$ cat config.mk
export PLATFORM = sky130hd
export DESIGN_NAME = fetch_stage
export DESIGN_NICKNAME = d
export VERILOG_FILES = /design/src/rtl/fetch_pkg.sv /design/src/rtl/fetch_fifo.sv /design/src/rtl/fetch_stage.sv
export SDC_FILE = /design/constraint.sdc
export NUM_CORES = 1
export LEC_CHECK = 0
export CORE_MARGIN = 2
export CORE_UTILIZATION = 54
export CTS_BUF_LIST = sky130_fd_sc_hd__clkbuf_8 sky130_fd_sc_hd__clkbuf_16
export CTS_CLUSTER_SIZE = 25
export DETAILED_ROUTE_END_ITERATION = 6
export PLACE_DENSITY = 0.87
export SLEW_MARGIN = 20
export SYNTH_ARGS = -nofsm -noshare
export SYNTH_HDL_FRONTEND = slang
export SYNTH_SLANG_ARGS = --single-unit
export TNS_END_PERCENT = 1
$ cat constraint.sdc
create_clock -name clk -period 4.2 [get_ports clk]
set_input_delay 0.84 -clock clk [delete_from_list [all_inputs] [get_ports clk]]
set_output_delay 0.84 -clock clk [all_outputs]
set_load 0.02 [all_outputs]
$ cat src/rtl/fetch_pkg.sv
// rtl/fetch_pkg.sv - shared types and sizes for the fetch stage
package fetch_pkg;

    localparam int PC_W       = 32;
    localparam int INSTR_W    = 16;
    localparam int FIFO_DEPTH = 2;

    typedef enum logic [1:0] {
        ST_BOOT,
        ST_VEC_LO,
        ST_VEC_HI,
        ST_RUN
    } fetch_state_t;

endpackage

$ cat src/rtl/fetch_fifo.sv
// rtl/fetch_fifo.sv - two-entry {pc,instr} queue between fetch and IF/ID
module fetch_fifo
    import fetch_pkg::*;
(
    input  logic               clk,
    input  logic               rst,
    input  logic               flush,
    input  logic               push,
    input  logic [PC_W-1:0]    push_pc,
    input  logic [INSTR_W-1:0] push_instr,
    input  logic               pop,
    output logic [1:0]         count,
    output logic [PC_W-1:0]    head_pc,
    output logic [INSTR_W-1:0] head_instr
);

    localparam logic [1:0] FULL = 2'(FIFO_DEPTH);

    logic [PC_W-1:0]    pc_mem    [FIFO_DEPTH];
    logic [INSTR_W-1:0] instr_mem [FIFO_DEPTH];
    logic               rd_ptr;
    logic               wr_ptr;
    logic               push_ok;
    logic               pop_ok;

    assign push_ok    = push && (count != FULL);
    assign pop_ok     = pop && (count != 2'd0);
    assign head_pc    = pc_mem[rd_ptr];
    assign head_instr = instr_mem[rd_ptr];

    // Storage is cleared on reset so the head reads as zero afterwards.
    always_ff @(posedge clk) begin
        if (rst) begin
            rd_ptr <= 1'b0;
            wr_ptr <= 1'b0;
            count  <= 2'd0;
            for (int i = 0; i < FIFO_DEPTH; i++) begin
                pc_mem[i]    <= '0;
                instr_mem[i] <= '0;
            end
        end else if (flush) begin
            rd_ptr <= 1'b0;
            wr_ptr <= 1'b0;
            count  <= 2'd0;
        end else begin
            if (push_ok) begin
                pc_mem[wr_ptr]    <= push_pc;
                instr_mem[wr_ptr] <= push_instr;
                wr_ptr            <= ~wr_ptr;
            end
            if (pop_ok) begin
                rd_ptr <= ~rd_ptr;
            end
            case ({push_ok, pop_ok})
                2'b10:   count <= count + 2'd1;
                2'b01:   count <= count - 2'd1;
                default: count <= count;
            endcase
        end
    end

endmodule

$ cat src/rtl/fetch_stage.sv
// rtl/fetch_stage.sv - instruction fetch with credit-limited reads; FETCH_RESET_VECTOR_EN loads PC from M[1:0]
module fetch_stage
    import fetch_pkg::*;
#(
    parameter logic [PC_W-1:0] RESET_PC = 32'h0000_0000
) (
    input  logic               clk,
    input  logic               rst,
    output logic               imem_rd,
    output logic [PC_W-1:0]    imem_addr,
    input  logic [INSTR_W-1:0] imem_data,
    input  logic               redirect_valid,
    input  logic [PC_W-1:0]    redirect_pc,
    input  logic               halt,
    output logic               out_valid,
    input  logic               out_ready,
    output logic [INSTR_W-1:0] out_instr,
    output logic [PC_W-1:0]    out_pc
);

    fetch_state_t       state;
    fetch_state_t       state_n;
    logic [PC_W-1:0]    pc_q;
    logic               inflight;
    logic [PC_W-1:0]    inflight_pc;
    logic [INSTR_W-1:0] vec_lo;
    logic               vec_wait;
    logic [1:0]         fifo_count;
    logic               pop;
    logic               push;
    logic               redir_take;
    logic               issue;
    logic [2:0]         occupancy;

    assign out_valid  = (fifo_count != 2'd0);
    assign pop        = out_valid && out_ready;
    assign redir_take = redirect_valid && (state == ST_RUN) && !vec_wait;
    assign push       = inflight && !redir_take;

    // A word leaving this cycle frees its slot for a read issued this cycle.
    assign occupancy  = 3'(fifo_count) + 3'(inflight) - 3'(pop);
    assign issue      = (state == ST_RUN) && !vec_wait && !rst && !halt
                        && !redirect_valid && (occupancy < 3'(FIFO_DEPTH));

    always_comb begin
        state_n   = state;
        imem_rd   = 1'b0;
        imem_addr = '0;
        case (state)
            ST_BOOT: begin
`ifdef FETCH_RESET_VECTOR_EN
                state_n = ST_VEC_LO;
`else
                state_n = ST_RUN;
`endif
            end
            ST_VEC_LO: begin
                imem_rd   = !rst;
                imem_addr = 32'd0;
                state_n   = ST_VEC_HI;
            end
            ST_VEC_HI: begin
                imem_rd   = !rst;
                imem_addr = 32'd1;
                state_n   = ST_RUN;
            end
            ST_RUN: begin
                imem_rd   = issue;
                imem_addr = issue ? pc_q : '0;
            end
            default: state_n = ST_BOOT;
        endcase
    end

    // vec_wait marks the first RUN cycle, when the high vector half returns.
    always_ff @(posedge clk) begin
        if (rst) begin
            state       <= ST_BOOT;
            pc_q        <= RESET_PC;
            inflight    <= 1'b0;
            inflight_pc <= '0;
            vec_lo      <= '0;
            vec_wait    <= 1'b0;
        end else begin
            state    <= state_n;
            inflight <= issue;
            vec_wait <= (state == ST_VEC_HI);
            if (state == ST_VEC_HI) begin
                vec_lo <= imem_data;
            end
            if (issue) begin
                inflight_pc <= pc_q;
            end
            if (redir_take) begin
                pc_q <= redirect_pc;
            end else if (vec_wait) begin
                pc_q <= {imem_data, vec_lo};
            end else if (issue) begin
                pc_q <= pc_q + 32'd1;
            end
        end
    end

    fetch_fifo u_fifo (
        .clk        (clk),
        .rst        (rst),
        .flush      (redir_take),
        .push       (push),
        .push_pc    (inflight_pc),
        .push_instr (imem_data),
        .pop        (pop),
        .count      (fifo_count),
        .head_pc    (out_pc),
        .head_instr (out_instr)
    );

endmodule

== Word level (Yosys, flattened, before mapping) ==
Memory sizes are Yosys's and may differ from the RTL's. A register that Yosys moved wholly into a read port is not among the register bits.
Index checks and enable logic that the tools add are counted.

* $add $sub $neg: 5
* Order comparisons: 1
* Equality and inequality tests: 6
* Mux-type cells: 24
* Bitwise operators: 2
* Reductions and logical operators: 26

{| class="wikitable"
|+ Operator list
! cell !! number
|-
| 2-to-1 mux 32 bit || 5
|-
| one-hot mux 32 bit (2 select lines) || 1
|-
| adder 32 x 1 -> 32 bit, second input constant || 1
|-
| OR reduction 32 bit || 1
|-
| 2-to-1 mux 16 bit || 1
|-
| OR reduction 16 bit || 1
|-
| 2-to-1 mux 1 bit || 14
|-
| logical AND 1 bit || 11
|-
| one-hot mux 2 bit (2 select lines) || 2
|-
| == test 2 bit, second input constant || 3
|-
| nonzero test 2 bit || 3
|-
| OR reduction 2 bit || 3
|-
| logical NOT 1 bit || 5
|-
| == test 2 x 1 -> 1 bit, second input constant || 2
|-
| adder 2 x 1 -> 3 bit || 1
|-
| less-than comparator 3 x 2 -> 1 bit, second input constant || 1
|-
| nonzero test 3 bit || 1
|-
| subtractor 3 x 1 -> 3 bit || 1
|-
| adder 2 x 1 -> 2 bit, second input constant || 1
|-
| logical NOT 2 bit || 1
|-
| != test 2 bit, second input constant || 1
|-
| inverter 1 bit || 2
|-
| one-hot mux 1 bit (2 select lines) || 1
|-
| subtractor 2 x 1 -> 2 bit, second input constant || 1
|}

* Flip-flop bits (word level): 88
* RAM bits: 96
* Output and inout port bits: 82
* Word-level logic and storage cells: 75
* Memories: 2

{| class="wikitable"
|+ Memories
! memory !! depth !! width !! rd ports !! clocked after Yosys merged registers in !! write ports !! RTL line !! source
|-
| u_fifo.pc_mem || 2 || 32 || 1 || 1 || 2 || fetch_fifo.sv:19 || <nowiki>logic [PC_W-1:0] pc_mem [FIFO_DEPTH];</nowiki>
|-
| u_fifo.instr_mem || 2 || 16 || 1 || 1 || 2 || fetch_fifo.sv:20 || <nowiki>logic [INSTR_W-1:0] instr_mem [FIFO_DEPTH];</nowiki>
|}

== Depth between registers and ports, before layout ==
* Depth after elaboration: 12
* Depth in mapped cells: 13

== By module ==
A second synthesis with hierarchy kept.

* Cell total of the unflattened synthesis: 882
* Area, all modules: 8898.5 um^2

{| class="wikitable"
|+ By module, submodules not included
! module !! times used !! cells each !! area each (um^2) !! sequential area each (um^2)
|-
| fetch_fifo || 1 || 284 || 4456.8 || 2982.9
|-
| fetch_stage || 1 || 598 || 4441.8 || 1681.6
|}

== Least setup slack after synthesis ==
OpenSTA, ideal clock, no wires.

* Kind: input -> output
* Start: input out_ready
* End: output imem_rd
* Data arrival time: 3.365 ns
* Required time: 3.360 ns
* Slack: -0.005 ns
* Stages: 9
* Path buffers: 2
* Cell sequence: and2_1 -> ha_1 -> nand2b_1 -> fa_1 -> nand4bb_1 -> or4_1 -> clkbuf_1 -> clkbuf_1 -> a21oi_1

* Word-level cells in the longest chain between the ends: 5

{| class="wikitable"
|+ RTL lines
! element !! RTL line !! source
|-
| start: declaration || fetch_stage.sv:16 || <nowiki>input logic out_ready,</nowiki>
|-
| logical AND 1 bit || fetch_stage.sv:36 || <nowiki>assign pop = out_valid && out_ready;</nowiki>
|-
| subtractor 3 x 1 -> 3 bit || fetch_stage.sv:41 || <nowiki>assign occupancy = 3'(fifo_count) + 3'(inflight) - 3'(pop);</nowiki>
|-
| less-than comparator 3 x 2 -> 1 bit || fetch_stage.sv:43 || <nowiki>&& !redirect_valid && (occupancy < 3'(FIFO_DEPTH));</nowiki>
|-
| logical AND 1 bit || fetch_stage.sv:43 ||
|-
| one-hot mux 1 bit (2 select lines) || fetch_stage.sv:49 || <nowiki>case (state)</nowiki>
|-
| end: declaration || fetch_stage.sv:9 || <nowiki>output logic imem_rd,</nowiki>
|}

No other way between the ends.

== Worst setup path in the final report ==
* Start: input out_ready
* End: output imem_addr[1]

* Word-level cells in the longest chain between the ends: 6

{| class="wikitable"
|+ RTL lines
! element !! RTL line !! source
|-
| logical AND 1 bit || fetch_stage.sv:36 ||
|-
| subtractor 3 x 1 -> 3 bit || fetch_stage.sv:41 ||
|-
| less-than comparator 3 x 2 -> 1 bit || fetch_stage.sv:43 ||
|-
| logical AND 1 bit || fetch_stage.sv:43 ||
|-
| 2-to-1 mux 32 bit || fetch_stage.sv:69 || <nowiki>imem_addr = issue ? pc_q : '0;</nowiki>
|-
| one-hot mux 32 bit (2 select lines) || fetch_stage.sv:49 ||
|-
| end: declaration || fetch_stage.sv:10 || <nowiki>output logic [PC_W-1:0] imem_addr,</nowiki>
|}

No other way between the ends.

==> flow_summary.toml <==
[placed_design]
gp_congestion = 0.953
port-buffer-count = 134
hpwl_mm = 16.0

[synth]
synth_nets = 945
syn_area_mm2 = 0.00886
ys_types = 65
synth_top_family_by_area = "simple AND/OR/NAND/NOR gates"
synth-main-ff-cell = "edfxtp_1"
syn-mean-instance-area_um2 = 10.0
synth_xor_area_frac = 0.0119
synthAdderAreaFrac = 0.0107
synth_edf_count = 96
synth_mux_area_frac = 0.0847
synth-simple-area-share = 0.201
ys_seq_area_frac = 0.526
async_flop_share = 0
synth_compound_area_frac = 0.116
ys_warn_count = 0
ys_seq_elements = 185
syn_inst = 885

[setup_path]
critPathRequiredTime_ns = 3.36
crit_path_max_fanout = 5
endpoint_kind = "primary output"
slowest_stage = "or4_4"
arrival_ns = 3.35
setup.worst_path.class = "input pin to primary output"
path_common_cell = "buf_12"
slowest_delay_ns = 0.62
crit_path_cell_trace = "clkbuf_2 -> and2_4 -> ha_4 -> nand2b_4 -> fa_1 -> nand4bb_1 -> or4_4 -> inv_8 -> buf_12 -> buf_12 -> nand2_2 -> inv_2 -> buf_6"
cp-start-kind = "input pin"

[power]
p_leak_uw = 0.00456
power_uw = 4130
p_per_area_mw_per_mm2 = 354
p_int_uw = 3160
swShare = 0.235
switchingPower_uw = 969
p_comb_frac = 0.107
peakVddDrop_v = 0.000285
pwr-share-clk = 0.404
seqPwrFrac = 0.489

[floorplanning]
die_area_mm2 = 0.0174
core-area_mm2 = 0.0159
core.rowCount = 46
start_util = 0.556
die_w_um = 132
design.portCount = 135
die_h_um = 132

[routing]
drtPass1Iterations = 7
drc_errors = 24
antenna_left = 0
vias_per_cell = 5.96
wl_mm = 25.9
wire_per_inst_um = 20.3
vias = 7595
dr.first_iter.drc_count = 995

[clock_tree]
clkLatencyLatePin_ns = 0.44
ctsHoldBuffers = 0
clk_root_buffer_cell = "clkbuf_16"
cts_tree = "yes"
clk_pin_slew_ns = 0.06
h-tree-depth = 4
cts_buffers = 17
clk_path_buf_depth = 2
cts_num_sinks = 185

[grt]
grt_usage = 0.276
grt_max_degree = 94
grt_pass1_vias = 7006
grt_remaining_overflow = 0
grt_pass1_wl_mm = 37.8
antenna_found_initial = 0

[finish]
multi_input_area_mm2 = 0.00390
syn_to_final_growth_pct = 31.5
postLayoutCoreUtil = 0.731
drive_above_1_share = 0.242
layout_common_cells = "105 x and2_1, 99 x clkdlybuf4s50_1, 96 x edfxtp_1, 90 x nand2_1, 86 x dfxtp_1"
antenna_cells = 0
final.fill_count = 1040
final_common_cell = "and2_1"
seq_area_mm2 = 0.00467
nNetsFinal = 1105

[timing]
slew_headroom = 0.324
finalCriticalPeriod_ns = 4.19
clock-skew-final_ns = 0.00999
period_share = 0.997
setup_viol = 0
slew_violations = 0
rsz0062_at_grt = "true"
finalHoldViolations = 0
fmax_ghz = 0.239
tightest_slew_ns = 1.01

[outcome]
violations = "DRC"
status = "finished with violations"

[min_path]
min_path_type = "flip-flop to flip-flop"

[job]
maxCapViolCount = 0
[logic make-up after synthesis]
group	count (synthesis)
and+or+nand+nor	343
DFF	185
AOI/OAI and AO/OA	165
buffers and inverters	104
muxes	69
xor gates and xnor gates	12
adders and majority gates	7
[power by group through the flow]
| stage | Combinational (µW) | Sequential (µW) | Clock (µW) |
|---|---|---|---|
| detailed placement | 418 | 2050 | 0 |
| finish | 442 | 2020 | 1670 |
| global route | 473 | 2020 | 1740 |
| global placement | 411 | 2050 | 0 |
| floorplan | 245 | 2030 | 0 |
| CTS | 423 | 2010 | 1660 |
[Yosys cell counts, drive strengths merged (3+ instances only)]
cell type,instances,area [µm²]
and3,7,45.1
a221o,3,30.0
buf,11,55.1
nor4,9,81.3
nor2,38,143
o31ai,5,37.5
mux2i,21,210
nand4,7,50.1
and2,107,671
nand2b,6,37.5
nand2,116,438
a21oi,70,354
a211oi,13,97.6
clkbuf,48,214
nand3,19,100
inv,45,169
o211ai,5,37.5
xnor2,10,87.6
o21a,3,22.5
edfxtp,96,2880
dfxtp,89,1780
a31oi,11,68.8
or3,8,55.1
o311ai,3,26.3
nor3,14,70.1
mux2,48,541
o41ai,4,35.0
o221ai,4,35.0
or2,3,18.8
o21ai,28,140
ha,6,75.1
[what timing repair did]
action / in CTS / in global routing
setup endpoints to repair: 33 / 33
gates cloned: 0 / 4
buffers inserted: 0 / 8
resized for setup: 202 / 76
pin swaps: 0 / 3
[metrics by stage]
step                std cells  TNS, ns  setup slack [ns]  hold slack (ns)  cell area, µm²
finish                   1274        0            0.0139            0.461           11600
floorplan                 885        0            0.0909            0.440            8860
CTS                      1262    -4.09            -0.227            0.462           11300
global placement         1230   -19.56            -0.630            0.446           10700
detailed placement       1230   -21.51            -0.691            0.452           10700
global route             1274    -1.29           -0.0792            0.479           11600
[critical path: cells and delay by family]
family	cells	cell delay (ns)
adders and majority gates	2	0.75
buffers and inverters	6	0.65
and+or+nand+nor	5	1.11
[metal layers]
layer | vias to the layer above | part of all wire | GRT usage
met2 | 483 | 0.48 | 0.456
met5 | - | 0 | 0
li1 | 3429 | - | -
met4 | 0 | 0.045 | 0.114
met3 | 99 | 0.090 | 0.0607
met1 | 3584 | 0.38 | 0.354
[worst paths after layout]
check                   from         endpoint  slack [ns]  cells after the start
max                out_ready     imem_addr[1]        0.01                     13
min          inflight_pc[12]  inflight_pc[12]        0.46                      2
max reg2reg  u_fifo.count[1]         pc_q[30]        0.79                     15
min reg2reg  inflight_pc[12]  inflight_pc[12]        0.46                      2
[flip-flops by register name, indices dropped and copies added (netlist names), named ones only]
name              flops
inflight              1
inflight_pc          32
pc_q                 32
state                 2
u_fifo.count          2
u_fifo.instr_mem     32
u_fifo.pc_mem        64
u_fifo.rd_ptr         1
u_fifo.wr_ptr         1
vec_lo               16
vec_wait              1
[layout make-up]
cell class / instances / area share
flip-flops and latches: 185 / 0.401
multi-input cells: 596 / 0.335
repair buffers: 200 / 0.173
clock buffers: 18 / 0.0377
well taps: 216 / 0.0232
inverters: 45 / 0.0156
clock inverters: 14 / 0.0143
Power figures use the tool's default switching activity.
